[src/rtl/stopwatch_counter_pkg.sv]
// Shared types and constants for the stopwatch counter slice.
// Build option STOPWATCH_LAP_HOLD_EN adds lap/lap_held to the interface and top.
package stopwatch_pkg;

    typedef enum logic [1:0] {
        IDLE    = 2'b00,
        RUNNING = 2'b01,
        PAUSED  = 2'b10
    } stopwatch_state_t;

    typedef logic [3:0] bcd_digit_t;

    localparam int SEC_ONES_MAX = 9;
    localparam int SEC_TENS_MAX = 5;

    // Two BCD digits to binary, used for the minute terminal-count compare.
    function automatic logic [6:0] bcd2_to_bin(input bcd_digit_t tens, input bcd_digit_t ones);
        return 7'(tens) * 7'd10 + 7'(ones);
    endfunction

endpackage

[src/rtl/stopwatch_counter_if.sv]
// Control/display bundle between the stopwatch counter and its surroundings.
// With STOPWATCH_LAP_HOLD_EN defined the bundle also carries lap and lap_held.
interface stopwatch_counter_if;
    import stopwatch_pkg::*;

    logic       start_stop;
    logic       clear;
    logic       second_tick;
    logic       timer_en;
    bcd_digit_t sec_ones;
    bcd_digit_t sec_tens;
    bcd_digit_t min_ones;
    bcd_digit_t min_tens;
    logic [1:0] state;
    logic       rollover;
`ifdef STOPWATCH_LAP_HOLD_EN
    logic       lap;
    logic       lap_held;

    modport master (
        output start_stop, clear, second_tick, lap,
        input  timer_en, sec_ones, sec_tens, min_ones, min_tens, state, rollover, lap_held
    );
    modport slave (
        input  start_stop, clear, second_tick, lap,
        output timer_en, sec_ones, sec_tens, min_ones, min_tens, state, rollover, lap_held
    );
`else
    modport master (
        output start_stop, clear, second_tick,
        input  timer_en, sec_ones, sec_tens, min_ones, min_tens, state, rollover
    );
    modport slave (
        input  start_stop, clear, second_tick,
        output timer_en, sec_ones, sec_tens, min_ones, min_tens, state, rollover
    );
`endif

endinterface

[src/rtl/stopwatch_counter_bcd.sv]
// Single BCD digit with synchronous clear and ripple carry; wraps to 0 after MAX.
module bcd_digit_counter
    import stopwatch_pkg::*;
#(
    parameter int MAX = 9
) (
    input  logic       clk,
    input  logic       n_rst,
    input  logic       inc,
    input  logic       clr,
    output bcd_digit_t digit,
    output logic       carry_out
);

    localparam bcd_digit_t MAX_D = bcd_digit_t'(MAX);

    bcd_digit_t digit_q;
    bcd_digit_t digit_d;

    assign carry_out = inc && (digit_q == MAX_D);
    assign digit     = digit_q;

    always_comb begin
        digit_d = digit_q;
        if (clr || carry_out) begin
            digit_d = '0;
        end else if (inc) begin
            digit_d = digit_q + 4'd1;
        end
    end

    always_ff @(posedge clk or negedge n_rst) begin
        if (!n_rst) begin
            digit_q <= '0;
        end else begin
            digit_q <= digit_d;
        end
    end

endmodule

[src/rtl/stopwatch_counter.sv]
// Stopwatch run/pause/idle control plus MM:SS BCD tick counter.
// Optional lap snapshot display is built when STOPWATCH_LAP_HOLD_EN is defined.
//
// state   | meaning
// IDLE    | stopped at 00:00, timer disabled
// RUNNING | timer enabled, ticks counted
// PAUSED  | count frozen, timer disabled
module stopwatch_counter
    import stopwatch_pkg::*;
#(
    parameter int MINUTE_LIMIT = 60
) (
    input  logic                clk,
    input  logic                n_rst,
    stopwatch_counter_if.slave  sw
);

    localparam logic [1:0] ST_IDLE    = IDLE;
    localparam logic [1:0] ST_RUNNING = RUNNING;
    localparam logic [1:0] ST_PAUSED  = PAUSED;
    localparam logic [6:0] MIN_LAST   = 7'(MINUTE_LIMIT - 1);

    logic [1:0] state_q;
    logic [1:0] state_d;
    logic       rollover_q;
    logic       rollover_d;

    logic running;
    logic count_en;
    logic clear_en;

    assign running  = (state_q == ST_RUNNING);
    assign count_en = running && sw.second_tick;
    assign clear_en = sw.clear && !running;

    always_comb begin
        state_d = state_q;
        case (state_q)
            ST_IDLE: begin
                if (sw.clear)           state_d = ST_IDLE;
                else if (sw.start_stop) state_d = ST_RUNNING;
            end
            ST_RUNNING: begin
                if (sw.start_stop)      state_d = ST_PAUSED;
            end
            ST_PAUSED: begin
                if (sw.clear)           state_d = ST_IDLE;
                else if (sw.start_stop) state_d = ST_RUNNING;
            end
            default:                    state_d = ST_IDLE;
        endcase
    end

    bcd_digit_t sec_ones;
    bcd_digit_t sec_tens;
    bcd_digit_t min_ones;
    bcd_digit_t min_tens;
    logic       so_carry;
    logic       st_carry;
    logic       mo_carry;
    logic       mt_carry;
    logic       min_wrap;
    logic       min_clr;

    // Minutes are a BCD pair that wraps early on a terminal-count compare.
    assign min_wrap   = st_carry && (bcd2_to_bin(min_tens, min_ones) == MIN_LAST);
    assign min_clr    = clear_en || min_wrap;
    assign rollover_d = min_wrap || mt_carry;

    bcd_digit_counter #(.MAX(SEC_ONES_MAX)) u_sec_ones (
        .clk(clk), .n_rst(n_rst), .inc(count_en), .clr(clear_en),
        .digit(sec_ones), .carry_out(so_carry)
    );

    bcd_digit_counter #(.MAX(SEC_TENS_MAX)) u_sec_tens (
        .clk(clk), .n_rst(n_rst), .inc(so_carry), .clr(clear_en),
        .digit(sec_tens), .carry_out(st_carry)
    );

    bcd_digit_counter #(.MAX(9)) u_min_ones (
        .clk(clk), .n_rst(n_rst), .inc(st_carry), .clr(min_clr),
        .digit(min_ones), .carry_out(mo_carry)
    );

    bcd_digit_counter #(.MAX(9)) u_min_tens (
        .clk(clk), .n_rst(n_rst), .inc(mo_carry), .clr(min_clr),
        .digit(min_tens), .carry_out(mt_carry)
    );

    always_ff @(posedge clk or negedge n_rst) begin
        if (!n_rst) begin
            state_q    <= ST_IDLE;
            rollover_q <= 1'b0;
        end else begin
            state_q    <= state_d;
            rollover_q <= rollover_d;
        end
    end

    assign sw.timer_en = running;
    assign sw.state    = state_q;
    assign sw.rollover = rollover_q;

`ifdef STOPWATCH_LAP_HOLD_EN
    logic        lap_held_q;
    logic        lap_held_d;
    logic [15:0] snap_q;
    logic [15:0] snap_d;
    logic [15:0] live;

    assign live = {min_tens, min_ones, sec_tens, sec_ones};

    // Leaving RUNNING always drops the hold, so IDLE/PAUSED never show a snapshot.
    always_comb begin
        lap_held_d = lap_held_q;
        snap_d     = snap_q;
        if (!running || state_d != ST_RUNNING) begin
            lap_held_d = 1'b0;
        end else if (sw.lap) begin
            lap_held_d = !lap_held_q;
            if (!lap_held_q) snap_d = live;
        end
    end

    always_ff @(posedge clk or negedge n_rst) begin
        if (!n_rst) begin
            lap_held_q <= 1'b0;
            snap_q     <= '0;
        end else begin
            lap_held_q <= lap_held_d;
            snap_q     <= snap_d;
        end
    end

    assign sw.lap_held = lap_held_q;
    assign sw.min_tens = lap_held_q ? snap_q[15:12] : min_tens;
    assign sw.min_ones = lap_held_q ? snap_q[11:8]  : min_ones;
    assign sw.sec_tens = lap_held_q ? snap_q[7:4]   : sec_tens;
    assign sw.sec_ones = lap_held_q ? snap_q[3:0]   : sec_ones;
`else
    assign sw.min_tens = min_tens;
    assign sw.min_ones = min_ones;
    assign sw.sec_tens = sec_tens;
    assign sw.sec_ones = sec_ones;
`endif

endmodule
[src/flat_wrapper.sv]
// flat-port wrapper written by rule: the top's interface ports become plain ports
module stopwatch_counter_flat import stopwatch_pkg::*;
#(
    parameter int MINUTE_LIMIT = 60
)
  (clk, n_rst, sw_start_stop, sw_clear, sw_second_tick, sw_timer_en, sw_sec_ones, sw_sec_tens, sw_min_ones, sw_min_tens, sw_state, sw_rollover);
  stopwatch_counter_if sw_i ();
  input  logic clk;
  input  logic n_rst;
  input wire logic [$bits(sw_i.start_stop)-1:0] sw_start_stop;
  input wire logic [$bits(sw_i.clear)-1:0] sw_clear;
  input wire logic [$bits(sw_i.second_tick)-1:0] sw_second_tick;
  output wire logic [$bits(sw_i.timer_en)-1:0] sw_timer_en;
  output wire logic [$bits(sw_i.sec_ones)-1:0] sw_sec_ones;
  output wire logic [$bits(sw_i.sec_tens)-1:0] sw_sec_tens;
  output wire logic [$bits(sw_i.min_ones)-1:0] sw_min_ones;
  output wire logic [$bits(sw_i.min_tens)-1:0] sw_min_tens;
  output wire logic [$bits(sw_i.state)-1:0] sw_state;
  output wire logic [$bits(sw_i.rollover)-1:0] sw_rollover;
  assign sw_i.start_stop = sw_start_stop;
  assign sw_i.clear = sw_clear;
  assign sw_i.second_tick = sw_second_tick;
  assign sw_timer_en = sw_i.timer_en;
  assign sw_sec_ones = sw_i.sec_ones;
  assign sw_sec_tens = sw_i.sec_tens;
  assign sw_min_ones = sw_i.min_ones;
  assign sw_min_tens = sw_i.min_tens;
  assign sw_state = sw_i.state;
  assign sw_rollover = sw_i.rollover;
  stopwatch_counter #(.MINUTE_LIMIT(MINUTE_LIMIT)) u_core (.clk(clk), .n_rst(n_rst), .sw(sw_i));
endmodule
[config.mk]
export PLATFORM = sky130hd
export DESIGN_NAME = stopwatch_counter_flat
export DESIGN_NICKNAME = d
export VERILOG_FILES = /design/src/rtl/stopwatch_counter_pkg.sv /design/src/rtl/stopwatch_counter_if.sv /design/src/rtl/stopwatch_counter_bcd.sv /design/src/rtl/stopwatch_counter.sv /design/src/flat_wrapper.sv
export SDC_FILE = /design/constraint.sdc
export NUM_CORES = 1
export LEC_CHECK = 0
export CAP_MARGIN = 20
export CORE_UTILIZATION = 48
export CTS_BUF_LIST = sky130_fd_sc_hd__clkbuf_2
export CTS_CLUSTER_SIZE = 12
export DETAILED_ROUTE_END_ITERATION = 10
export HOLD_SLACK_MARGIN = 0.12
export PLACE_DENSITY = 0.87
export SLEW_MARGIN = 40
export SYNTH_ARGS = -nofsm -noshare
export SYNTH_HDL_FRONTEND = slang
export SYNTH_SLANG_ARGS = --single-unit
[constraint.sdc]
create_clock -name clk -period 2.3 [get_ports clk]
set_clock_uncertainty 0.2 [all_clocks]
set_input_delay 0.46 -clock clk [delete_from_list [all_inputs] [get_ports clk]]
set_output_delay 0.46 -clock clk [all_outputs]
set_load 0.01 [all_outputs]
* After elaboration in Yosys (flattened, before gate mapping)
Cells that the tools add are included.
Widths: inputs -> output; s select.
** Operators by class
- Equality and inequality tests :: 9
- $mul :: 1
- Muxes and demuxes :: 12
- Add/subtract/negate cells :: 5
- Reductions and logical operators :: 21
** Operators by type and width (number)
- $mux 4 :: 8
- $add 4x1->4 const B :: 4
- $eq 4x4->1 const B :: 3
- $reduce_bool 2->1 :: 4
- $add 7x4->7 :: 1
- $eq 7x6->1 const B :: 1
- $logic_and 1x1->1 :: 7
- $logic_or 1x1->1 :: 6
- $mul 4x3->6 const B :: 1
- $mux 2 :: 3
- $eq 4x3->1 const B :: 1
- $pmux 2 s2 :: 1
- $ne 3x1->1 const B :: 1
- $eq 2x1->1 const B :: 1
- $eq 2x2->1 const B :: 1
- $logic_not 2->1 :: 1
- $ne 2x2->1 const B :: 1
- $reduce_and 2->1 :: 1
- $reduce_or 2->1 :: 1
- $logic_not 1->1 :: 1
** Storage, ports and cells
- Output and inout bits :: 20
- Bits of input ports :: 5
- Logic and storage cells :: 54
- Flip-flop bits (word level) :: 19

* Logic depth before layout (Yosys ltp)
- Word-level depth :: 8
- Mapped depth :: 8
- Mapped depth without buffers :: 8

* By module
Synthesis repeated with hierarchy kept, for this count alone.
** Second synthesis, totals
- Cells, all modules :: 121
- Area total of the unflattened synthesis :: 1222.4 um2
** Modules (own cells, without submodules)
- bcd_digit_counter at u_core.u_min_ones ... :: seq. area each 100.1 um2, area an instance 217.7 um2, cells each 19, times used 3
- stopwatch_counter :: seq. area each 75.1 um2, area an instance 340.3 um2, cells each 39, times used 1
- bcd_digit_counter at u_core.u_sec_tens :: seq. area each 100.1 um2, area an instance 229.0 um2, cells each 25, times used 1

* Worst setup path before layout
Ideal clock, no wire load.
- Kind :: reg-to-reg
- From :: register u_core.u_min_tens.digit_q[1], in the netlist u_core.u_min_tens.digit[1]
- To :: register u_core.u_min_ones.digit_q[1], in the netlist u_core.u_min_ones.digit[1]
- Library setup time :: 148 ps
- Path buffers :: 0
- Stages on the path, launching flop included :: 9
- Required time :: 1952 ps
- Clock period less this slack :: 2594 ps
- Path slack :: -294 ps
- Data arrival time :: 2246 ps
- Path through :: dfrtp_1 > ha_1 > ha_1 > inv_1 > fa_1 > and4b_1 > nand3_1 > nor4b_4 > a2111oi_0
** On the way
- Longest elaborated chain between the ends :: 7
- Elaborated cells on any way between the ends :: 8
- Classes of those cells :: 1 x add/sub; 1 x mul; 1 x eq/ne; 1 x mux; 4 x reduce/logical
** Ends and longest elaborated chain
- from (decl) :: line stopwatch_counter_bcd.sv:17 : bcd_digit_t digit_q;
- from (signal assigned) :: line stopwatch_counter_bcd.sv:36 : digit_q <= digit_d;
- $mul 4x3->6 * :: line stopwatch_counter_pkg.sv:18 : return 7'(tens) * 7'd10 + 7'(ones);
- $add 7x4->7 * :: line stopwatch_counter_pkg.sv:18
- $eq 7x6->1 * :: line stopwatch_counter.sv:66 : assign min_wrap = st_carry && (bcd2_to_bin(min_tens, min_ones) == MIN_LAST);
- $logic_and 1x1->1 * :: line stopwatch_counter.sv:66
- $logic_or 1x1->1 * :: line stopwatch_counter.sv:67 : assign min_clr = clear_en || min_wrap;
- $logic_or 1x1->1 * :: line stopwatch_counter_bcd.sv:25 : if (clr || carry_out) begin
- $mux 4 or $reduce_bool 2->1 (tied branches)
- to (signal assigned) :: line stopwatch_counter_bcd.sv:36
- to (decl) :: line stopwatch_counter_bcd.sv:17
Every way passes the cells marked *; elsewhere a longest branch is shown, timed or not.
A chain may end at the register's enable or synchronous reset.

* Worst setup path in the final report
- From :: register u_core.u_min_tens.digit_q[1], in the netlist u_core.u_min_tens.digit[1]
- To :: register u_core.rollover_q, in the netlist u_core.sw.rollover
** On the way
- Longest elaborated chain between the ends :: 5
- Elaborated cells on any way between the ends :: 7
- Classes of those cells :: 1 x add/sub; 1 x mul; 2 x eq/ne; 3 x reduce/logical
** Ends and longest elaborated chain
- $mul 4x3->6 :: line stopwatch_counter_pkg.sv:18
- $add 7x4->7 :: line stopwatch_counter_pkg.sv:18
- $eq 7x6->1 :: line stopwatch_counter.sv:66
- $logic_and 1x1->1 :: line stopwatch_counter.sv:66
- $logic_or 1x1->1 * :: line stopwatch_counter.sv:68 : assign rollover_d = min_wrap || mt_carry;
- via u_core.rollover_d :: line stopwatch_counter.sv:26 : logic rollover_d;
- to (signal assigned) :: line stopwatch_counter.sv:96 : rollover_q <= rollover_d;
- to (decl) :: line stopwatch_counter.sv:25 : logic rollover_q;
Mark *: on every way through the listed nets, which the timed path passes. The rest lies on a longest branch.

==> results.txt <==
----------------------------------------------------
[Power]
  Post-route total power ... 607 uW
  Max rail drop VDD ... 0.290 mV
  LEAKAGE ... 0.814 nW
  Power density normalized to cell area ... 347 mW/mm^2

[Global routing]
  Total track usage ... 22.8%
  First-pass GRT wire length ... 4780 um
  Number of antenna violations at the first check in global routing ... 0
  Total global routing overflow ... 0
  Pin count of the biggest net entering global routing ... 20
  Via count of the first global-routing pass ... 1091

[Routing]
  Via count of the routed design ... 1152
  Number of detailed-route iterations in the first pass ... 4
  1st-iter DRT viols ... 16
  Average wire per standard cell ... 14.5 um
  Number of routed nets with antenna violations ... 0
  Total Routed Length ... 2960 um
  Number of remaining DRC errors ... 0
  Routed vias/inst ... 5.62

[Layout]
  Count of placed standard cells in the final layout, fillers left out ... 205
  Final Net Count ... 197
  Area added between synthesis and finish ... 34.2%
  Final instance area ... 0.00175 sq mm
  Layout cells sized above 1 ... 19.4%
  Multi-input logic area ... 811 sq um
  Fillers ... 190
  Area of all sequential standard cells ... 479 sq um
  Antenna diode instance count ... 0

[Worst setup path]
  Slowest cell on crit path ... dfrtp_2
  Worst Path Max Fanout ... 8
  Worst R2R Path Depth ... 9
  Endpoint kind of the worst setup timing path ... flop
  Kind of start point of the critical path ... flop
  Worst Path Required ... 2.36 ns
  Slowest stage delay, CP ... 0.47 ns
  Most Frequent Cell on Critical Path ... ha_4
  Register-to-Register Setup Slack ... -0.14 ns
  Worst path cell trace ... ha_4 -> ha_4 -> inv_2 -> fa_1 -> and4b_1 -> nand3_2 -> nor4b_4 -> buf_6 -> o21bai_1
  Data arrival, critical path ... 2.50 ns
  Type of the worst setup path ... reg2reg

[Floorplanning]
  Die area ... 0.00293 sq mm
  Effective utilization at floorplan ... 51.7%
  Floorplan die height ... 54.1 um
  Die X ... 54.1 um
  Count of standard-cell rows ... 18
  Standard cell core area ... 0.00252 sq mm
  Number of ports placed on the die boundary ... 25

[Logic synthesis]
  Post-synthesis cell type count ... 35
  Top area cells in the synthesized netlist ... dfrtp_1 36%, ha_1 13%, a21oi_1 3.5%
  Top-area cell type share of the netlist area ... 36.4%
  Post-synthesis instance area ... 0.00131 sq mm
  Leading area contributor after synthesis ... dfrtp_1
  Post-Syn Instances ... 133
  Share of synthesized area occupied by flip-flops and latches ... 36.4%
  Yosys synthesis warning count ... 0
  Average cell area after synthesis ... 9.81 sq um
  Syn_nets ... 154
  Seq cells post-synth ... 19

[Clock network]
  Total number of H-tree levels ... 1
  Number of hold-repair buffers added at the cts stage ... 0
  TritonCTS Sinks ... 19
  CTS buffer count ... 3
  Root cell of the clock tree ... clkbuf_2
  Clock latency reported for the late side of the worst-skew pair ... 0.32 ns
  Clock-pin slew on the worst setup and hold paths ... 0.19 ns
  TritonCTS clock tree ... done
  Clock tree buffer depth ... 2

[Status]
  Failing checks ... negative setup slack
  Run status ... finished, violations left

[Timing]
  Count of final setup violators ... 8
  Clock period minus final worst setup slack ... 2.44 ns
  Fmax ... 410 MHz
  Total count of hold-check failures in the final report ... 0
  Setup WS post-layout ... -0.137 ns
  Worst Tran Pin Value ... 0.306 ns
  Fraction of the cycle the final worst path needs ... 106%
  Pins over their slew limit ... 0
  Setup repair after global routing missed its margin ... true
  Setup TNS Final ... -0.907 ns
  Slew margin rel. ... 79.4%

[Hold path]
  Tightest Hold Check Type ... in2async

[Run]
  Number of maximum-capacitance violations ... 0

[Placed design]
  Cell area reported after detailed placement ... 0.00170 sq mm
  Buffers added on ports ... 24
  Detailed placer's ending HPWL ... 2260 um
  RePlAce Congestion ... 0.845
  Placed cell count ... 198

----------------------------------------------------
==> registers in the layout (all words and copies together), names as in the netlist <==
| signal | count |
|---|---|
| u_core.u_min_ones.digit | 4 |
| u_core.sw.rollover | 1 |
| u_core.u_sec_tens.digit | 4 |
| u_core.u_min_tens.digit | 4 |
| u_core.sw.state | 2 |
| u_core.u_sec_ones.digit | 4 |
==> kinds of logic (layout without fill, tap and decap cells) <==
logic type	after synthesis	in the layout	share of synthesized area [%]
AOI/OAI and AO/OA	19	19	8.34
xor gates and xnor gates	8	8	5.37
adders and majority gates	16	16	16.5
buffers and inverters	12	54	4.12
DFF	19	19	36.4
and+or+nand+nor	59	59	29.2
==> worst max-delay path, delay by kind of cell, from the launching register on <==
| family | cells | cell delay, ns |
|---|---|---|
| adder cells (fa/ha/maj) | 3 | 0.83 |
| AO/OA/AOI/OAI | 1 | 0.10 |
| buffers and inverters | 2 | 0.19 |
| flip-flops | 1 | 0.47 |
| AND/OR/NAND/NOR | 3 | 0.59 |
==> cell type report <==
| class | count | share of cell area [%] |
|---|---|---|
| Timing Repair Buffer | 40 | 20.9 |
| Inverter | 10 | 2.14 |
| Sequential cell | 19 | 27.4 |
| Tap cell | 30 | 2.14 |
| Clock buffer | 4 | 1.14 |
| Multi-Input combinational cell | 102 | 46.3 |
==> cell usage in the layout (no fill, tap or decap), types with 5 or more instances in the layout <==
cell type,n
a21oi_1,8
buf_4,15
clkdlybuf4s50_1,23
dfrtp_1,16
ha_1,12
inv_1,9
nand2_1,8
nand3_1,8
nor2_1,11
o21ai_0,5
xnor2_1,5
==> where the power goes <==
group	leakage, nW	switching (mW)	total (mW)	internal, mW
Clock	0.0166	0.110	0.156	0.0460
Sequential	0.258	0.00866	0.351	0.343
Combinational	0.540	0.0503	0.100	0.0502
==> stage by stage <==
stage | utilization (%) | setup slack [ns] | hold slack, ns
4_1_cts | 68.8 | -0.159 | 0.247
3_5_place_dp | 67.3 | -0.140 | 0.385
6_report | 69.4 | -0.137 | 0.242
2_1_floorplan | - | -0.136 | -0.0356
3_3_place_gp | 67.3 | -0.0711 | 0.362
5_1_grt | 69.4 | -0.218 | 0.273
==> worst paths after layout <==
kind	startpoint	to
worst max-delay path	u_core.u_min_tens.digit[1]	u_core.sw.rollover
worst min register to register	u_core.u_sec_tens.digit[3]	u_core.u_sec_tens.digit[3]
worst min-delay path	n_rst	u_core.u_sec_ones.digit[0]
max in group asynchronous	n_rst	u_core.u_min_tens.digit[1]
min in group clk	u_core.u_sec_tens.digit[3]	u_core.u_sec_tens.digit[3]
worst max register to register	u_core.u_min_tens.digit[1]	u_core.sw.rollover
==> per-layer routing <==
| layer | wire, um | track usage (%) | vias up |
|---|---|---|---|
| li1 | - | - | 551 |
| met1 | 1330 | 30.0 | 558 |
| met2 | 1470 | 37.4 | 30 |
| met3 | 108 | 3.39 | 13 |
| met4 | 59 | 8.55 | 0 |
| met5 | 0 | 0 | - |
==> what timing repair did <==
action                                  in CTS  in global routing
cloned                                       0                  0
endpoints found under the setup margin       9                  9
gates resized for setup                      1                  3
setup buffers                                2                  1
==> Yosys cell counts, drive strengths merged <==
| cell type | instances |
|---|---|
| xor2 | 3 |
| xnor2 | 5 |
| nor2 | 11 |
| and3b | 5 |
| nand4b | 1 |
| fa | 2 |
| nand3b | 4 |
| or2b | 1 |
| o21bai | 3 |
| and4b | 1 |
| ha | 14 |
| and3 | 3 |
| nand3 | 9 |
| nor4 | 3 |
| a2111oi | 1 |
| nor3 | 3 |
| inv | 10 |
| dfrtp | 19 |
| and2 | 1 |
| nand4 | 3 |
| or4 | 1 |
| a21boi | 1 |
| o21ai | 5 |
| nor4b | 1 |
| a21oi | 9 |
| buf | 2 |
| nor2b | 1 |
| or3 | 2 |
| nand2 | 9 |
Power figures use the tool's default switching activity.
